[src/rtl/otter_hazard_unit_pkg.sv]
// ---------------------------------------------------------------------------
// otter_hazard_unit_pkg
//   Shared types for the OTTER hazard/forwarding controller:
//     opcode_t     - RV32I major opcodes seen by the OTTER decoder
//     hz_entry_t   - one in-flight instruction slot {valid, rd, reg_write, is_load}
//     fwd_sel_w()  - width of a forward select able to encode 0..DEPTH
// ---------------------------------------------------------------------------
package otter_hazard_unit_pkg;

  localparam int REG_ADDR_W = 5;

  typedef enum logic [6:0] {
    OP_LUI    = 7'b0110111,
    OP_AUIPC  = 7'b0010111,
    OP_JAL    = 7'b1101111,
    OP_JALR   = 7'b1100111,
    OP_BRANCH = 7'b1100011,
    OP_LOAD   = 7'b0000011,
    OP_STORE  = 7'b0100011,
    OP_IMM    = 7'b0010011,
    OP_REG    = 7'b0110011,
    OP_SYS    = 7'b1110011
  } opcode_t;

  typedef struct packed {
    logic                  valid;
    logic [REG_ADDR_W-1:0] rd;
    logic                  reg_write;
    logic                  is_load;
  } hz_entry_t;

  // Select value 0 means "register file", 1..DEPTH name a tracked stage.
  function automatic int fwd_sel_w(input int depth);
    return $clog2(depth + 1);
  endfunction

endpackage

[src/rtl/otter_hazard_unit_fwd_match.sv]
// ---------------------------------------------------------------------------
// otter_hazard_unit_fwd_match
//   Priority matcher for one source operand against the in-flight tracker.
//   The lowest-numbered (youngest) matching stage wins, since it holds the
//   most recent value of the register.
// Ports
//   entries_i  in  tracker contents, index 0 = stage 1 (EX)
//   rs_i       in  source register address of the DE instruction
//   used_i     in  operand is actually read by the DE instruction
//   hit_o      out some stage matches
//   stage_o    out 1-based stage number of the nearest match (0 if none)
//   load_o     out the nearest matching producer is a load
// ---------------------------------------------------------------------------
module otter_hazard_unit_fwd_match
  import otter_hazard_unit_pkg::*;
#(
  parameter int DEPTH = 3,
  parameter int SEL_W = fwd_sel_w(DEPTH)
) (
  input  hz_entry_t [DEPTH-1:0]      entries_i,
  input  logic      [REG_ADDR_W-1:0] rs_i,
  input  logic                       used_i,
  output logic                       hit_o,
  output logic      [SEL_W-1:0]      stage_o,
  output logic                       load_o
);

  // Scan oldest to youngest so the youngest match is the last one written.
  always_comb begin
    hit_o   = 1'b0;
    stage_o = '0;
    load_o  = 1'b0;
    for (int i = DEPTH - 1; i >= 0; i--) begin
      if (entries_i[i].valid && entries_i[i].reg_write &&
          (entries_i[i].rd == rs_i) && (rs_i != '0) && used_i) begin
        hit_o   = 1'b1;
        stage_o = SEL_W'(i + 1);
        load_o  = entries_i[i].is_load;
      end
    end
  end

endmodule

[src/rtl/otter_hazard_unit.sv]
// ---------------------------------------------------------------------------
// otter_hazard_unit
//   Hazard / forwarding controller for the pipelined OTTER MCU. Tracks the
//   instructions in flight from EX to WB, detects RAW hazards for the DE
//   instruction, registers forward selects for the EX stage, stalls on
//   load-use and flushes the front end on an EX redirect.
//
//   Optional feature: define OTTER_HAZARD_PERF_EN to build saturating
//   stall/flush cycle counters; otherwise STALL_CNT/FLUSH_CNT read 0.
//
// Ports
//   CLK, RESET_N            clock, asynchronous active-low reset
//   DE_VALID                DE holds a real instruction
//   DE_RS1/DE_RS2           source registers, DE_RS1_USED/DE_RS2_USED qualify them
//   DE_RD, DE_REG_WRITE     destination of the DE instruction
//   DE_IS_LOAD              DE instruction is a load
//   EX_REDIRECT             control transfer resolved in EX
//   STALL                   hold PC, IF/ID and DE this cycle
//   FLUSH                   kill IF/ID and DE contents
//   STG_VALID               valid bit per tracked stage, bit 0 = EX
//   FWD_A_SEL/FWD_B_SEL     EX operand source: 0 = RF/DE, k = stage k result
//   STALL_CNT/FLUSH_CNT     performance counters
// ---------------------------------------------------------------------------
module otter_hazard_unit
  import otter_hazard_unit_pkg::*;
#(
  parameter int DEPTH      = 3,
  parameter int LOAD_STAGE = 3,
  parameter int CNT_W      = 32
) (
  input  logic                        CLK,
  input  logic                        RESET_N,
  input  logic                        DE_VALID,
  input  logic [REG_ADDR_W-1:0]       DE_RS1,
  input  logic [REG_ADDR_W-1:0]       DE_RS2,
  input  logic                        DE_RS1_USED,
  input  logic                        DE_RS2_USED,
  input  logic [REG_ADDR_W-1:0]       DE_RD,
  input  logic                        DE_REG_WRITE,
  input  logic                        DE_IS_LOAD,
  input  logic                        EX_REDIRECT,
  output logic                        STALL,
  output logic                        FLUSH,
  output logic [DEPTH-1:0]            STG_VALID,
  output logic [fwd_sel_w(DEPTH)-1:0] FWD_A_SEL,
  output logic [fwd_sel_w(DEPTH)-1:0] FWD_B_SEL,
  output logic [CNT_W-1:0]            STALL_CNT,
  output logic [CNT_W-1:0]            FLUSH_CNT
);

  localparam int SEL_W = fwd_sel_w(DEPTH);
  // A load at stage k stalls when k+1 < LOAD_STAGE, i.e. k < LOAD_STAGE-1.
  localparam logic [SEL_W-1:0] LU_LIMIT  = SEL_W'(LOAD_STAGE - 1);
  localparam logic [SEL_W-1:0] SEL_DEPTH = SEL_W'(DEPTH);

  hz_entry_t [DEPTH-1:0] ent_q, ent_d;
  logic [SEL_W-1:0]      fwd_a_q, fwd_a_d;
  logic [SEL_W-1:0]      fwd_b_q, fwd_b_d;

  logic                  hit_a, hit_b;
  logic                  load_a, load_b;
  logic [SEL_W-1:0]      stage_a, stage_b;
  logic                  lu_a, lu_b;
  logic                  accept;

  otter_hazard_unit_fwd_match #(
    .DEPTH (DEPTH),
    .SEL_W (SEL_W)
  ) u_match_a (
    .entries_i (ent_q),
    .rs_i      (DE_RS1),
    .used_i    (DE_RS1_USED),
    .hit_o     (hit_a),
    .stage_o   (stage_a),
    .load_o    (load_a)
  );

  otter_hazard_unit_fwd_match #(
    .DEPTH (DEPTH),
    .SEL_W (SEL_W)
  ) u_match_b (
    .entries_i (ent_q),
    .rs_i      (DE_RS2),
    .used_i    (DE_RS2_USED),
    .hit_o     (hit_b),
    .stage_o   (stage_b),
    .load_o    (load_b)
  );

  // Load data not yet forwardable: the consumer must wait in DE.
  assign lu_a = hit_a & load_a & (stage_a < LU_LIMIT);
  assign lu_b = hit_b & load_b & (stage_b < LU_LIMIT);

  // A redirect kills the DE instruction anyway, so it never stalls.
  assign STALL  = DE_VALID & ~EX_REDIRECT & (lu_a | lu_b);
  assign FLUSH  = EX_REDIRECT;
  assign accept = DE_VALID & ~STALL & ~EX_REDIRECT;

  always_comb begin
    ent_d = '0;
    if (accept) begin
      ent_d[0] = '{valid: 1'b1, rd: DE_RD, reg_write: DE_REG_WRITE,
                   is_load: DE_IS_LOAD};
    end
    for (int i = 1; i < DEPTH; i++) begin
      ent_d[i] = ent_q[i-1];
    end

    // Producers shift one stage at this edge, hence k+1. A producer already
    // at the last stage retires now and the write-first RF supplies it.
    fwd_a_d = '0;
    fwd_b_d = '0;
    if (accept && hit_a && (stage_a < SEL_DEPTH)) begin
      fwd_a_d = stage_a + SEL_W'(1);
    end
    if (accept && hit_b && (stage_b < SEL_DEPTH)) begin
      fwd_b_d = stage_b + SEL_W'(1);
    end
  end

  always_ff @(posedge CLK or negedge RESET_N) begin
    if (!RESET_N) begin
      ent_q   <= '0;
      fwd_a_q <= '0;
      fwd_b_q <= '0;
    end else begin
      ent_q   <= ent_d;
      fwd_a_q <= fwd_a_d;
      fwd_b_q <= fwd_b_d;
    end
  end

  always_comb begin
    STG_VALID = '0;
    for (int i = 0; i < DEPTH; i++) begin
      STG_VALID[i] = ent_q[i].valid;
    end
  end

  assign FWD_A_SEL = fwd_a_q;
  assign FWD_B_SEL = fwd_b_q;

`ifdef OTTER_HAZARD_PERF_EN
  logic [CNT_W-1:0] stall_cnt_q, flush_cnt_q;

  function automatic logic [CNT_W-1:0] sat_inc(input logic [CNT_W-1:0] v);
    return (&v) ? v : v + CNT_W'(1);
  endfunction

  always_ff @(posedge CLK or negedge RESET_N) begin
    if (!RESET_N) begin
      stall_cnt_q <= '0;
      flush_cnt_q <= '0;
    end else begin
      if (STALL) begin
        stall_cnt_q <= sat_inc(stall_cnt_q);
      end
      if (FLUSH) begin
        flush_cnt_q <= sat_inc(flush_cnt_q);
      end
    end
  end

  assign STALL_CNT = stall_cnt_q;
  assign FLUSH_CNT = flush_cnt_q;
`else
  assign STALL_CNT = '0;
  assign FLUSH_CNT = '0;
`endif

endmodule

[config.mk]
export PLATFORM = sky130hd
export DESIGN_NAME = otter_hazard_unit
export DESIGN_NICKNAME = d
export VERILOG_FILES = /design/src/rtl/otter_hazard_unit_pkg.sv /design/src/rtl/otter_hazard_unit_fwd_match.sv /design/src/rtl/otter_hazard_unit.sv
export SDC_FILE = /design/constraint.sdc
export NUM_CORES = 1
export LEC_CHECK = 0
export ABC_AREA = 1
export CELL_PAD_IN_SITES_DETAIL_PLACEMENT = 1
export CELL_PAD_IN_SITES_GLOBAL_PLACEMENT = 1
export CORE_MARGIN = 4
export CORE_UTILIZATION = 35
export CTS_CLUSTER_DIAMETER = 200
export DETAILED_ROUTE_END_ITERATION = 10
export DONT_BUFFER_PORTS = 1
export PLACE_DENSITY = 0.67
export SLEW_MARGIN = 20
export SYNTH_ARGS = -nofsm -noshare
export SYNTH_HDL_FRONTEND = slang
export SYNTH_SLANG_ARGS = --single-unit
[constraint.sdc]
create_clock -name CLK -period 4.55 [get_ports CLK]
set_clock_uncertainty 0.1 [all_clocks]
set_input_delay 1.1375 -clock CLK [delete_from_list [all_inputs] [get_ports CLK]]
set_output_delay 1.1375 -clock CLK [all_outputs]
set_load 0.01 [all_outputs]
==> results.py <==
metrics = {
    "floorplanning": {
        "dieArea_sq_um": 7520,
        "coreArea_sq_um": 5960,
        "design.portCount": 96,
        "num_rows": 28,
        "start_util": 0.364,
        "die_h_microns": 86.7,
        "die_w_microns": 86.7,
    },
    "drt": {
        "drt-pass1-iter-count": 4,
        "drt-total-wl_mm": 4.63,
        "drtIter0Drc": 49,
        "wl_per_cell_microns": 12.6,
        "drcViolationCount": 0,
        "via_count": 1511,
        "via_per_inst": 4.12,
        "ant_nets": 0,
    },
    "timing": {
        "finalSetupTns_ps": 0,
        "fin_hold_ws_ps": 282,
        "period_needed_ps": 3260,
        "setup_viol": 0,
        "maxSlewViolCount": 0,
        "fmax_mhz": 307,
        "timing.final.hold_violations": 0,
        "rsz0062_at_grt": "no",
        "final.period_utilization": 0.716,
    },
    "yosys": {
        "synthArstFlopShare": 1.00,
        "synth-seq-area-share": 0.300,
        "yosysMostFrequentCell": "buf_4",
        "synth_edf_count": 0,
        "synth-seq-cells": 26,
        "ys_warn_count": 0,
        "postSynthAreaPerCell_sq_um": 7.33,
        "synth_top_area_frac": 0.300,
        "syn_area_sq_um": 2170,
        "synth.area.top_cells": "dfrtp_1 30%, buf_4 24%, nand2_1 11%, xnor2_1 6.9%, inv_1 6.4%",
        "synth_cell_type_count": 21,
        "yosys.area.top_type": "dfrtp_1",
        "synth_ff_type": "dfrtp_1",
        "synthTopCellsByCount": "68 x buf_4, 66 x nand2_1, 37 x inv_1",
        "netlist_instances": 296,
    },
    "setup_path": {
        "critPathKind": "input port to output port",
        "path_delay_family": "simple AND/OR/NAND/NOR gates",
        "path_cells": "inv_2 > nor2_1 > nor2_1 > nand2_1 > nor2_2 > nand3_2 > a21boi_0",
        "crit_start": "DE_RS1[3]",
        "r2r_cells": 8,
        "cp.arrival_ps": 2020,
        "endpoint_kind": "output port",
        "cp_max_fo": 6,
        "r2r_end": "FWD_B_SEL[1]$_DFF_PN0_",
        "cp_num_cells": 7,
        "crit_end": "STALL",
        "cp_num_buf_inv": 1,
        "r2r_setup_slack_ps": 2650,
        "cpMostUsedCell": "nor2_1",
        "cp_data_required_time_ps": 3310,
        "crit_path_max_incr_delay_ps": 400,
        "start_kind": "input port",
        "r2r-start": "ent_q[21]$_DFF_PN0_",
        "slowest_stage": "a21boi_0",
    },
    "min_path": {
        "min_path_cells": 0,
        "min_path_type": "flip-flop to flip-flop",
    },
    "clock_tree": {
        "htreeDepth": 1,
        "path_clk_slew_ps": 90,
        "clockBufferDepth": 2,
        "cts_hold_buf": 0,
        "cts_root_buf": "clkbuf_8",
        "cts_resized": 0,
        "cts_setup_buffers": 0,
        "numCtsBuffers": 3,
        "clk_latency_ps": 270,
        "cts_tree": "built",
        "cts_sinks": 26,
    },
    "placement": {
        "port_buffers": 0,
        "place.gp.congestion": 0.842,
        "dp.final_hpwl_mm": 3.93,
    },
    "pwr": {
        "p_seq_frac": 0.476,
        "switching_power_uw": 142,
        "combPwrFrac": 0.153,
        "power_frac_clock": 0.371,
        "p_int_uw": 379,
        "power_density_nw_per_um2": 258,
        "vdd_drop_max_uv": 139,
        "p_leak_uw": 0.00107,
        "sw_frac_of_total": 0.273,
        "total_power_uw": 522,
    },
    "global_route": {
        "grt_pass1_wl_mm": 7.08,
        "grt_pass1_vias": 1424,
        "grt_overflow": 0,
        "antenna_found_initial": 0,
        "track_usage": 0.120,
        "grt_max_degree": 27,
    },
    "cells_and_area": {
        "utilization": 0.340,
        "syn2layout_area_growth_pct": -6.58,
        "layout-drive-gt1-share": 0.0719,
        "layout.nets": 318,
        "diodes": 0,
    },
    "flow_run": {
        "maxCapViolations": 0,
    },
    "outcome": {
        "status": "finished, final reports clean",
    },
}
stage by stage:
step           setup WS, ps  cells  cell area [sq um]
2_1_floorplan          1350    359               2400
3_3_place_gp           1280    363               1950
3_5_place_dp           1270    363               1950
4_1_cts                1280    367               2030
5_1_grt                1050    367               2030
6_report               1290    367               2030
power groups by stage:
stage,logic (uW),clock network [uW],registers (uW)
after floorplan,117,0,249
after global placement,77.4,0,253
after detailed placement,78.6,0,253
after CTS,79.1,197,248
after global routing,90.8,213,250
final,79.9,194,248
layout by cell type, fill, tap and decap left out:
master     netlist  routed
dfrtp_1         26      26
nor2_1          33      33
inv_1           37      37
nand3_2          3       3
nand2_2          3       3
bufinv_16        0       1
nor3_2           2       2
nor2_4           3       3
clkbuf_8         0       3
nand2_1         66      66
nor3_1           3       3
xnor2_1         17      17
nand4_1          6       6
inv_2            3       3
nor2_2           3       3
a21oi_1          5       5
a21boi_0         3       3
ha_1             2       2
xor2_1           2       2
nand3_1          7       7
conb_1           1      64
cell type report:
class / count / area [sq um]
Clock buffer: 3 / 41.3
Multi-Input combinational cell: 222 / 1060
Fill cell: 801 / 3930
Inverter: 40 / 150
Sequential cell: 26 / 651
Clock inverter: 1 / 30.0
Tap cell: 75 / 93.8
flip-flops by register name, indices dropped and copies added, names as in the netlist:
name	count
ent_q	6
STG_VALID	3
FWD_A_SEL	2
ent_d	13
FWD_B_SEL	2
worst reg2reg max path: stages, from the launching register on:
cell,delay [ps]
dfrtp_1,430
xnor2_1,290
inv_1,70
nor2_1,100
nand4_1,100
a21boi_0,290
ha_1,290
inv_1,50
nor3_1,50
cell families after synthesis:
family,count (synthesis),synth area share
other cells,1,0.00173
flops,26,0.300
fa+ha+maj,2,0.0115
buf+inv,111,0.320
simple gates,129,0.268
xor+xnor,19,0.0767
compound gates,8,0.0219
how the worst min path moves through the flow:
stage | start | to
2_1_floorplan | ent_d[9]$_DFF_PN0_ | ent_d[17]$_DFF_PN0_
3_3_place_gp | ent_d[17]$_DFF_PN0_ | ent_q[17]$_DFF_PN0_
3_5_place_dp | ent_d[17]$_DFF_PN0_ | ent_q[17]$_DFF_PN0_
4_1_cts | ent_d[17]$_DFF_PN0_ | ent_q[17]$_DFF_PN0_
5_1_grt | ent_d[17]$_DFF_PN0_ | ent_q[17]$_DFF_PN0_
6_report | ent_d[17]$_DFF_PN0_ | ent_q[17]$_DFF_PN0_
routing by layer:
layer,part of all wire,track usage
met4,0.012,0.0241
met3,0.076,0.0285
met5,0,0
met2,0.48,0.193
met1,0.44,0.165
Power figures use the tool's default switching activity.
